<file path="config.mk">
export PLATFORM = sky130hd
export DESIGN_NAME = mem_access_unit
export DESIGN_NICKNAME = d
export VERILOG_FILES = /design/src/rtl/mem_access_unit.sv
export SDC_FILE = /design/constraint.sdc
export NUM_CORES = 1
export LEC_CHECK = 0
export ABC_AREA = 0
export CAP_MARGIN = 15
export CORE_AREA = 2 2 115 117
export DETAILED_ROUTE_END_ITERATION = 12
export DIE_AREA = 0 0 117 119
export GPL_TIMING_DRIVEN = 0
export HOLD_SLACK_MARGIN = 0.08
export PLACE_DENSITY = 0.9
export SYNTH_ARGS = -nofsm -noshare
export SYNTH_HDL_FRONTEND = slang
export SYNTH_SLANG_ARGS = --single-unit
</file>
<file path="constraint.sdc">
create_clock -name clk -period 3.33 [get_ports clk]
set_clock_uncertainty 0.1 [all_clocks]
set_input_delay 0.999 -clock clk [delete_from_list [all_inputs] [get_ports clk]]
set_output_delay 0.999 -clock clk [all_outputs]
set_load 0.03 [all_outputs]
</file>
<file path="src/rtl/mem_access_unit.sv">
// ---------------------------------------------------------------------------
// mem_access_unit
// Sequences single CPU load/store requests onto a word-wide synchronous
// data memory. Sub-word stores use a read-modify-write so that the other
// byte lanes of the word are preserved. Misaligned or illegal-size requests
// complete immediately with an error and never touch memory.
// Memory read data is valid the cycle after the word address is presented,
// so a read occupies RD (address out) and CAP (data back).
// All outputs come straight from registers; each one is computed from the
// next state so that it is valid in the same cycle as that state.
// ---------------------------------------------------------------------------
module mem_access_unit (
  input  logic        clk,
  input  logic        rst,
  input  logic        req_valid,
  output logic        req_ready,
  input  logic        req_write,
  input  logic [1:0]  req_size,
  input  logic        req_signed,
  input  logic [17:0] req_addr,
  input  logic [31:0] req_wdata,
  output logic        resp_valid,
  output logic [31:0] resp_rdata,
  output logic        resp_err,
  output logic [15:0] mem_addr,
  output logic        mem_write_en,
  output logic [31:0] mem_write_data,
  input  logic [31:0] mem_read_data
);

  typedef enum logic [2:0] {
    S_IDLE = 3'd0,
    S_RD   = 3'd1,
    S_CAP  = 3'd2,
    S_WR   = 3'd3,
    S_RESP = 3'd4
  } state_t;

  localparam logic [1:0] SIZE_BYTE = 2'b00;
  localparam logic [1:0] SIZE_HALF = 2'b01;
  localparam logic [1:0] SIZE_WORD = 2'b10;

  // Illegal size, or an access that is not naturally aligned.
  function automatic logic is_err(input logic [1:0] size, input logic [1:0] off);
    logic e;
    case (size)
      SIZE_BYTE: e = 1'b0;
      SIZE_HALF: e = off[0];
      SIZE_WORD: e = (off != 2'b00);
      default:   e = 1'b1;
    endcase
    return e;
  endfunction

  // Pick the addressed little-endian lane out of a word and extend it.
  function automatic logic [31:0] lane_extract(input logic [31:0] word,
                                               input logic [1:0]  size,
                                               input logic [1:0]  off,
                                               input logic        sgn);
    logic [7:0]  b;
    logic [15:0] h;
    logic [31:0] r;
    case (off)
      2'd0:    b = word[7:0];
      2'd1:    b = word[15:8];
      2'd2:    b = word[23:16];
      2'd3:    b = word[31:24];
      default: b = word[7:0];
    endcase
    if (off[1]) begin
      h = word[31:16];
    end else begin
      h = word[15:0];
    end
    case (size)
      SIZE_BYTE: r = {{24{sgn & b[7]}}, b};
      SIZE_HALF: r = {{16{sgn & h[15]}}, h};
      default:   r = word;
    endcase
    return r;
  endfunction

  // Replace the addressed lane of a word with right-justified store data.
  function automatic logic [31:0] lane_merge(input logic [31:0] word,
                                             input logic [31:0] wdata,
                                             input logic [1:0]  size,
                                             input logic [1:0]  off);
    logic [31:0] r;
    r = word;
    case (size)
      SIZE_BYTE: begin
        case (off)
          2'd0:    r[7:0]   = wdata[7:0];
          2'd1:    r[15:8]  = wdata[7:0];
          2'd2:    r[23:16] = wdata[7:0];
          2'd3:    r[31:24] = wdata[7:0];
          default: r        = word;
        endcase
      end
      SIZE_HALF: begin
        if (off[1]) begin
          r[31:16] = wdata[15:0];
        end else begin
          r[15:0]  = wdata[15:0];
        end
      end
      SIZE_WORD: r = wdata;
      default:   r = word;
    endcase
    return r;
  endfunction

  // Registers and their next-state values
  state_t      state_q,  state_d;
  logic        write_q,  write_d;
  logic [1:0]  size_q,   size_d;
  logic        signed_q, signed_d;
  logic [17:0] addr_q,   addr_d;
  logic [31:0] wdata_q,  wdata_d;
  logic        err_q,    err_d;
  logic        ready_q,  ready_d;
  logic        rvalid_q, rvalid_d;
  logic [31:0] rdata_q,  rdata_d;
  logic        rerr_q,   rerr_d;
  logic [15:0] maddr_q,  maddr_d;
  logic        mwe_q,    mwe_d;
  logic [31:0] mwdata_q, mwdata_d;
  logic        accept_s;
  logic        busy_mem_s;

  // State, captured request and output registers; reset clears everything.
  always_ff @(posedge clk) begin
    if (rst) begin
      state_q  <= S_IDLE;
      write_q  <= 1'b0;
      size_q   <= 2'b00;
      signed_q <= 1'b0;
      addr_q   <= 18'd0;
      wdata_q  <= 32'd0;
      err_q    <= 1'b0;
      ready_q  <= 1'b1;
      rvalid_q <= 1'b0;
      rdata_q  <= 32'd0;
      rerr_q   <= 1'b0;
      maddr_q  <= 16'd0;
      mwe_q    <= 1'b0;
      mwdata_q <= 32'd0;
    end else begin
      state_q  <= state_d;
      write_q  <= write_d;
      size_q   <= size_d;
      signed_q <= signed_d;
      addr_q   <= addr_d;
      wdata_q  <= wdata_d;
      err_q    <= err_d;
      ready_q  <= ready_d;
      rvalid_q <= rvalid_d;
      rdata_q  <= rdata_d;
      rerr_q   <= rerr_d;
      maddr_q  <= maddr_d;
      mwe_q    <= mwe_d;
      mwdata_q <= mwdata_d;
    end
  end

  // Next-state, request capture and next values of the registered outputs.
  always_comb begin
    state_d  = state_q;
    write_d  = write_q;
    size_d   = size_q;
    signed_d = signed_q;
    addr_d   = addr_q;
    wdata_d  = wdata_q;
    err_d    = err_q;
    rdata_d  = 32'd0;
    mwdata_d = 32'd0;
    accept_s = req_valid & (state_q == S_IDLE);

    case (state_q)
      S_IDLE: begin
        if (accept_s) begin
          write_d  = req_write;
          size_d   = req_size;
          signed_d = req_signed;
          addr_d   = req_addr;
          wdata_d  = req_wdata;
          err_d    = is_err(req_size, req_addr[1:0]);
          if (err_d) begin
            state_d = S_RESP;
          end else if (req_write && (req_size == SIZE_WORD)) begin
            // Full-word store needs no read; write the data as given.
            state_d  = S_WR;
            mwdata_d = req_wdata;
          end else begin
            state_d = S_RD;
          end
        end else begin
          state_d = S_IDLE;
        end
      end
      S_RD: begin
        state_d = S_CAP;
      end
      S_CAP: begin
        // mem_read_data holds the addressed word during this state.
        if (write_q) begin
          state_d  = S_WR;
          mwdata_d = lane_merge(mem_read_data, wdata_q, size_q, addr_q[1:0]);
        end else begin
          state_d = S_RESP;
          rdata_d = lane_extract(mem_read_data, size_q, addr_q[1:0], signed_q);
        end
      end
      S_WR: begin
        state_d = S_RESP;
      end
      S_RESP: begin
        state_d = S_IDLE;
      end
      default: begin
        state_d = S_IDLE;
      end
    endcase

    busy_mem_s = (state_d == S_RD) || (state_d == S_CAP) || (state_d == S_WR);
    ready_d    = (state_d == S_IDLE);
    rvalid_d   = (state_d == S_RESP);
    rerr_d     = (state_d == S_RESP) & err_d;
    mwe_d      = (state_d == S_WR);
    if (busy_mem_s) begin
      maddr_d = addr_d[17:2];
    end else begin
      maddr_d = 16'd0;
    end
  end

  assign req_ready      = ready_q;
  assign resp_valid     = rvalid_q;
  assign resp_rdata     = rdata_q;
  assign resp_err       = rerr_q;
  assign mem_addr       = maddr_q;
  assign mem_write_en   = mwe_q;
  assign mem_write_data = mwdata_q;

endmodule

</file>
==> impl_metrics.env, run 1 <==
export IMPL_post_cts_resized=0
export IMPL_design_area_sq_um=8492
export IMPL_dp_hpwl_um=15120
export IMPL_die_h_um=119
export IMPL_synth_distinct_cells=54
export IMPL_drt_wirelength_per_cell_um=19.30
export IMPL_cts_sinks=142
export IMPL_swShare_pct=26.24
export IMPL_synth_top_area_cell="dfxtp_1"
export IMPL_cts_buffer_depth=2
export IMPL_synth_seq_cells=142
export IMPL_post_cts_buffers=0
export IMPL_fin_total_pwr_uw=4281
export IMPL_cts_root_buf="clkbuf_16"
export IMPL_viasPerCell=5.759
export IMPL_combPwrFrac_pct=15.0
export IMPL_fp_coreArea_sq_um=12870
export IMPL_syn2layout_area_growth_pct=41.72
export IMPL_leakagePower_uw=0.003105
export IMPL_ios=173
export IMPL_p_switching_uw=1123
export IMPL_path_clk_slew_ns=0.06
export IMPL_end_kind="register"
export IMPL_max_freq_mhz=325.2
export IMPL_finalSetupViolCount=0
export IMPL_synth_top_cell_area_share_pct=47.44
export IMPL_place_inst=1030
export IMPL_crit_family="compound AO/OA/AOI/OAI gates"
export IMPL_drive_above_1_share_pct=8.578
export IMPL_antenna_found_initial=0
export IMPL_p_per_area_nw_per_um2=504.1
export IMPL_status="complete, no violations"
export IMPL_first_iter_violations=678
export IMPL_seq_power_share_pct=42.4
export IMPL_hold_class="register to register"
export IMPL_critPathArrivalTime_ns=3.26
export IMPL_p_clk_share_pct=42.6
export IMPL_wl_um=20500
export IMPL_ys_flop_type="dfxtp_1"
export IMPL_rsz0062_at_grt="no"
export IMPL_p_int_uw=3158
export IMPL_worstMarginPinSlew_ns=1.026
export IMPL_crit_buf_inv=2
export IMPL_die_area_sq_um=13920
export IMPL_synth_area_sq_um=5992
export IMPL_drtPass1Iterations=7
export IMPL_cp_slowest_cell="o311ai_1"
export IMPL_dpl_instance_area_sq_um=7924
export IMPL_fin_crit_ns=3.075
export IMPL_cts_max_level=4
export IMPL_cpMostUsedCell="a21oi_1"
export IMPL_instances_no_fill=1062
export IMPL_die_w_um=117
export IMPL_hold_violations=0
export IMPL_holdBufCountCts=0
export IMPL_mostFrequentLayoutCells="clkdlybuf4s50_1 (171), nand2_1 (145), dfxtp_1 (142), a21oi_1 (72), nor2_1 (46)"
export IMPL_crit_chain="clkdlybuf4s50_1 -> or3b_2 -> a21oi_1 -> o311ai_1 -> clkbuf_1 -> a21oi_1"
export IMPL_start_util_pct=46.54
export IMPL_critPathKind="input port to register"
export IMPL_synth_edf_count=0
export IMPL_diodes=0
export IMPL_syn_avg_cell_area_sq_um=8.773
export IMPL_cts_tree="done"
export IMPL_drv_cap=0
export IMPL_synth_seq_area_share_pct=47.44
export IMPL_tns_ns=0
export IMPL_final_common_cell="clkdlybuf4s50_1"
export IMPL_fin_crit_sh_pct=92.33
export IMPL_clock_latency_ns=0.43
export IMPL_drv_slew=0
export IMPL_peakVddDrop_uv=377.9
export IMPL_syn_inst=683
export IMPL_portBuffers=171
export IMPL_grt_pass1_vias=5858
export IMPL_cts_buffers=17
export IMPL_fillCellCount=1034
export IMPL_grtUsageTotal_pct=29.48
export IMPL_rows=42
export IMPL_critPathLaunchType="input port"
export IMPL_slew_headroom_pct=31.49
export IMPL_crit_fanout=10
export IMPL_detail_route_antenna_nets=0
export IMPL_slowest_delay_ns=0.85
export IMPL_synth_area_top_cells="dfxtp_1 (47%), nand2_1 (9.1%), a21oi_1 (6.0%)"
export IMPL_num_vias=6116
export IMPL_synthArstFlopShare_pct=0
export IMPL_yosysWarnings=0
export IMPL_gp_congestion=0.9633
export IMPL_drc=0
export IMPL_grt_max_degree=17
export IMPL_synth_nets=772
export IMPL_nNetsFinal=962
export IMPL_grt_pass1_wl_um=30860
export IMPL_overflow=0
export IMPL_worst_ep_required_time_ns=3.52
-- per-layer routing --
metal	GRT usage, %	vias to the layer above	part of all wire (%)
met3	7.786	74	11
met4	15.66	0	5.1
met1	36.63	2791	38
li1	-	2804	-
met2	46.39	447	45
met5	0	-	0
-- final timing paths --
kind | from | cells past startpoint | slack (ns) | to
setup / recovery | mem_read_data[7] | 6 | 0.26 | resp_rdata[17]$_SDFF_PP0_
hold / removal | wdata_q[16]$_SDFFE_PP0P_ | 2 | 0.36 | wdata_q[16]$_SDFFE_PP0P_
setup reg to reg | size_q[1]$_SDFFE_PP0P_ | 6 | 0.59 | resp_rdata[17]$_SDFF_PP0_
hold reg to reg | wdata_q[16]$_SDFFE_PP0P_ | 2 | 0.36 | wdata_q[16]$_SDFFE_PP0P_
-- state kept, by name (all words and copies together), names as in the netlist --
register,flops
signed_q,1
err_q,1
wdata_q,32
req_ready,1
size_q,2
state_q,3
mem_write_en,1
resp_err,1
addr_q,18
resp_valid,1
resp_rdata,32
write_q,1
mem_write_data,32
mem_addr,16
-- worst register-to-register path, cell delays in order (launching register included) --
cell and delay [ns]:
dfxtp_1 0.35, clkbuf_1 0.42, clkbuf_1 0.55, clkbuf_1 0.47, clkbuf_1 0.49, nand2_1 0.11
a21oi_1 0.17
-- cell type report --
cell class / instances / area [sq um] / share of cell area (%)
Clock inverter: 10 / 113.9 / 1.341
Multi-Input combinational cell: 478 / 2873 / 33.83
Inverter: 4 / 15.01 / 0.1768
Clock buffer: 22 / 454.2 / 5.348
Sequential cell: 142 / 2843 / 33.48
Buffer: 59 / 261.5 / 3.079
Tap cell: 176 / 220.2 / 2.593
Timing Repair Buffer: 171 / 1712 / 20.16
-- logic make-up (layout without fill, tap and decap cells) --
group                  count (synthesis)  after routing  share of synthesized area (%)
and+or+nand+nor                      241            241                          18.06
DFF                                  142            142                          47.44
muxes                                 40             40                          7.559
AOI/OAI and AO/OA                    197            197                          22.32
buffers and inverters                 63            266                          4.615
-- power by group through the flow --
stage          clock network, uW  logic, uW  registers, uW
2_1_floorplan                  0        330           1860
3_3_place_gp                   0        616           1840
3_5_place_dp                   0        626           1850
4_1_cts                     1840        631           1810
5_1_grt                     1910        685           1820
6_report                    1820        644           1810
-- Yosys cell counts (9+ instances only) --
cell type  instances
mux2_2            12
clkbuf_1          41
a21oi_1           72
o21ai_0           13
nand3_1            9
nor2_1            46
nand2_1          145
o22ai_1           13
o211ai_1          23
a22oi_1           19
mux2i_1           25
dfxtp_1          142
-- through the flow --
step	util (%)	setup slack [ns]	hold slack, ns
2_1_floorplan	-	0.6903	0.3318
3_3_place_gp	61.55	-0.06898	0.3411
3_5_place_dp	61.55	-0.06947	0.3480
4_1_cts	65.96	0.3445	0.3553
5_1_grt	65.96	0.1221	0.3668
6_report	65.96	0.2553	0.3568
No activity file was read; power rests on OpenSTA's default activity.
==> run 2: changes to the inputs <==
--- a/config.mk
+++ b/config.mk
@@ -7,12 +7,13 @@
 export LEC_CHECK = 0
 export ABC_AREA = 0
 export CAP_MARGIN = 15
-export CORE_AREA = 2 2 115 117
+export CORE_AREA = 5 5 118 120
 export DETAILED_ROUTE_END_ITERATION = 12
-export DIE_AREA = 0 0 117 119
+export DIE_AREA = 0 0 123 125
 export GPL_TIMING_DRIVEN = 0
 export HOLD_SLACK_MARGIN = 0.08
 export PLACE_DENSITY = 0.9
+export SETUP_SLACK_MARGIN = 0.1
 export SYNTH_ARGS = -nofsm -noshare
 export SYNTH_HDL_FRONTEND = slang
 export SYNTH_SLANG_ARGS = --single-unit
==> impl_metrics.env, run 2 (synthesis gave the netlist of run 1 again) <==
export IMPL_slew_headroom_pct=37.10
export IMPL_detail_route_antenna_nets=0
export IMPL_viasPerCell=5.879
export IMPL_cts_buffer_depth=2
export IMPL_drv_cap=0
export IMPL_drv_slew=0
export IMPL_grt_pass1_vias=5987
export IMPL_multiInputGateArea_sq_um=2879
export IMPL_antenna_found_initial=0
export IMPL_peakVddDrop_uv=400.5
export IMPL_cts_buffers=17
export IMPL_instances_no_fill=1062
export IMPL_fin_crit_ns=3.004
export IMPL_worst_ep_required_time_ns=3.52
export IMPL_post_route_worst_setup_slack_ns=0.3261
export IMPL_path_clk_slew_ns=0.06
export IMPL_end_kind="register"
export IMPL_die_area_sq_um=15380
export IMPL_final_seq_area_sq_um=2843
export IMPL_rows=42
export IMPL_critPathArrivalTime_ns=3.20
export IMPL_rsz0062_at_grt="no"
export IMPL_fin_crit_sh_pct=90.21
export IMPL_wl_met2_um=9403
export IMPL_swShare_pct=26.43
export IMPL_wl_um=21250
export IMPL_dp_slack_ns=-0.1185
export IMPL_start_util_pct=46.54
export IMPL_drtPass1Iterations=6
export IMPL_mostFrequentLayoutCells="clkdlybuf4s50_1 (171), nand2_1 (145), dfxtp_1 (142), a21oi_1 (72), nor2_1 (46)"
export IMPL_grt_max_degree=17
export IMPL_crit_fanout=10
export IMPL_grtUsageTotal_pct=27.35
export IMPL_p_int_uw=3260
export IMPL_wl_met3_um=2698
export IMPL_holdBufCountCts=0
export IMPL_final_common_cell="clkdlybuf4s50_1"
export IMPL_wl_met1_um=7803
export IMPL_grt_pass1_wl_um=32490
export IMPL_p_switching_uw=1171
export IMPL_place_inst=1030
export IMPL_p_per_area_nw_per_um2=518.6
export IMPL_gp_congestion=0.9853
export IMPL_worstMarginPinSlew_ns=0.9417
export IMPL_highest_layer="met4"
export IMPL_finalSetupViolCount=0
export IMPL_nNetsFinal=962
export IMPL_combPwrFrac_pct=14.5
export IMPL_critPathKind="input port to register"
export IMPL_overflow=0
export IMPL_fp_coreArea_sq_um=12870
export IMPL_cts_tree="done"
export IMPL_ios=173
export IMPL_cts_root_buf="clkbuf_16"
export IMPL_portBuffers=171
export IMPL_cts_max_level=4
export IMPL_dp_hpwl_um=15220
export IMPL_hold_violations=0
export IMPL_hold_class="register to register"
export IMPL_num_vias=6244
export IMPL_leakagePower_uw=0.003126
export IMPL_drive_above_1_share_pct=9.029
export IMPL_first_iter_violations=869
export IMPL_status="complete, no violations"
export IMPL_drt_wirelength_per_cell_um=20.01
export IMPL_whs_ns=0.3581
export IMPL_fillCellCount=1027
export IMPL_die_h_um=125
export IMPL_drc=0
export IMPL_syn2layout_area_growth_pct=42.62
export IMPL_clock_latency_ns=0.43
export IMPL_p_clk_share_pct=44.5
export IMPL_die_w_um=123
export IMPL_critPathLaunchType="input port"
export IMPL_diodes=0
export IMPL_cts_sinks=142
export IMPL_max_freq_mhz=332.9
export IMPL_seq_power_share_pct=40.9
-- run 2: cell count changes in the layout (fill, tap and decap cells not counted), sizes merged --
cell      previous run  this run
inv                  5         6
clkbuf              63        61
bufinv               2         3
clkinvlp             1         2
clkinv               6         5
-- run 2: worst paths after layout --
| check | start | end | slack [ns] | cells after the start |
|---|---|---|---|---|
| setup / recovery | mem_read_data[7] | resp_rdata[30]$_SDFF_PP0_ | 0.33 | 6 |
| hold / removal | err_q$_SDFF_PP0_ | err_q$_SDFF_PP0_ | 0.36 | 2 |
| setup reg to reg | size_q[1]$_SDFFE_PP0P_ | resp_rdata[30]$_SDFF_PP0_ | 0.74 | 6 |
| hold reg to reg | err_q$_SDFF_PP0_ | err_q$_SDFF_PP0_ | 0.36 | 2 |
-- run 2: worst max-delay path, stage by stage --
cell and delay, ns:
clkdlybuf4s50_1 0.56, or3b_2 0.26, a21oi_1 0.06, o311ai_1 0.80
clkbuf_1 0.39, a21oi_1 0.12
-- run 2: power by group through the flow --
| stage | sequential [uW] | combinational [uW] | clock [uW] |
|---|---|---|---|
| 2_1_floorplan | 1860 | 330 | 0 |
| 3_3_place_gp | 1840 | 612 | 0 |
| 3_5_place_dp | 1850 | 619 | 0 |
| 4_1_cts | 1810 | 628 | 1980 |
| 5_1_grt | 1820 | 684 | 2070 |
| 6_report | 1810 | 644 | 1970 |
-- run 2: per-layer routing --
layer | vias up | global-route usage [%]
li1 | 2811 | -
met1 | 2864 | 34.06
met2 | 461 | 41.52
met3 | 108 | 8.266
met4 | 0 | 16.16
met5 | - | 0
-- run 2: per-stage QoR --
step / util, % / setup TNS (ns) / instance area [sq um] / power (uW)
detailed placement: 61.55 / -1.217 / 7924 / 2466
finish: 66.38 / 0 / 8546 / 4432
CTS: 66.33 / 0 / 8539 / 4415
global route: 66.38 / 0 / 8546 / 4574
global placement: 61.55 / -0.6124 / 7924 / 2455
floorplan: - / 0 / 5992 / 2189
-- run 2: final cells by class --
type                       count  share of cell area [%]
multi-input combinational    478                   33.69
buffer                        59                   3.060
inverter                       4                  0.1757
clock buffer                  20                   5.344
clock inverter                12                   1.859
tap                          176                   2.577
timing repair buffer         171                   20.03
sequential                   142                   33.27
-- run 2: repair_timing --
item | 4_1_cts | 5_1_grt
buffers inserted | 0 | 0
resized for setup | 0 | 1
endpoints found under the hold margin | 0 | 0
endpoints found under the setup margin | 0 | 9
==> run 3: changes to the inputs <==
--- a/config.mk
+++ b/config.mk
@@ -7,9 +7,9 @@
 export LEC_CHECK = 0
 export ABC_AREA = 0
 export CAP_MARGIN = 15
-export CORE_AREA = 5 5 118 120
+export CORE_AREA = 2 2 115 117
 export DETAILED_ROUTE_END_ITERATION = 12
-export DIE_AREA = 0 0 123 125
+export DIE_AREA = 0 0 117 119
 export GPL_TIMING_DRIVEN = 0
 export HOLD_SLACK_MARGIN = 0.08
 export PLACE_DENSITY = 0.9
==> results of run 3 <==
No change in the layout: final DEF, timing and power equal those of run 1.
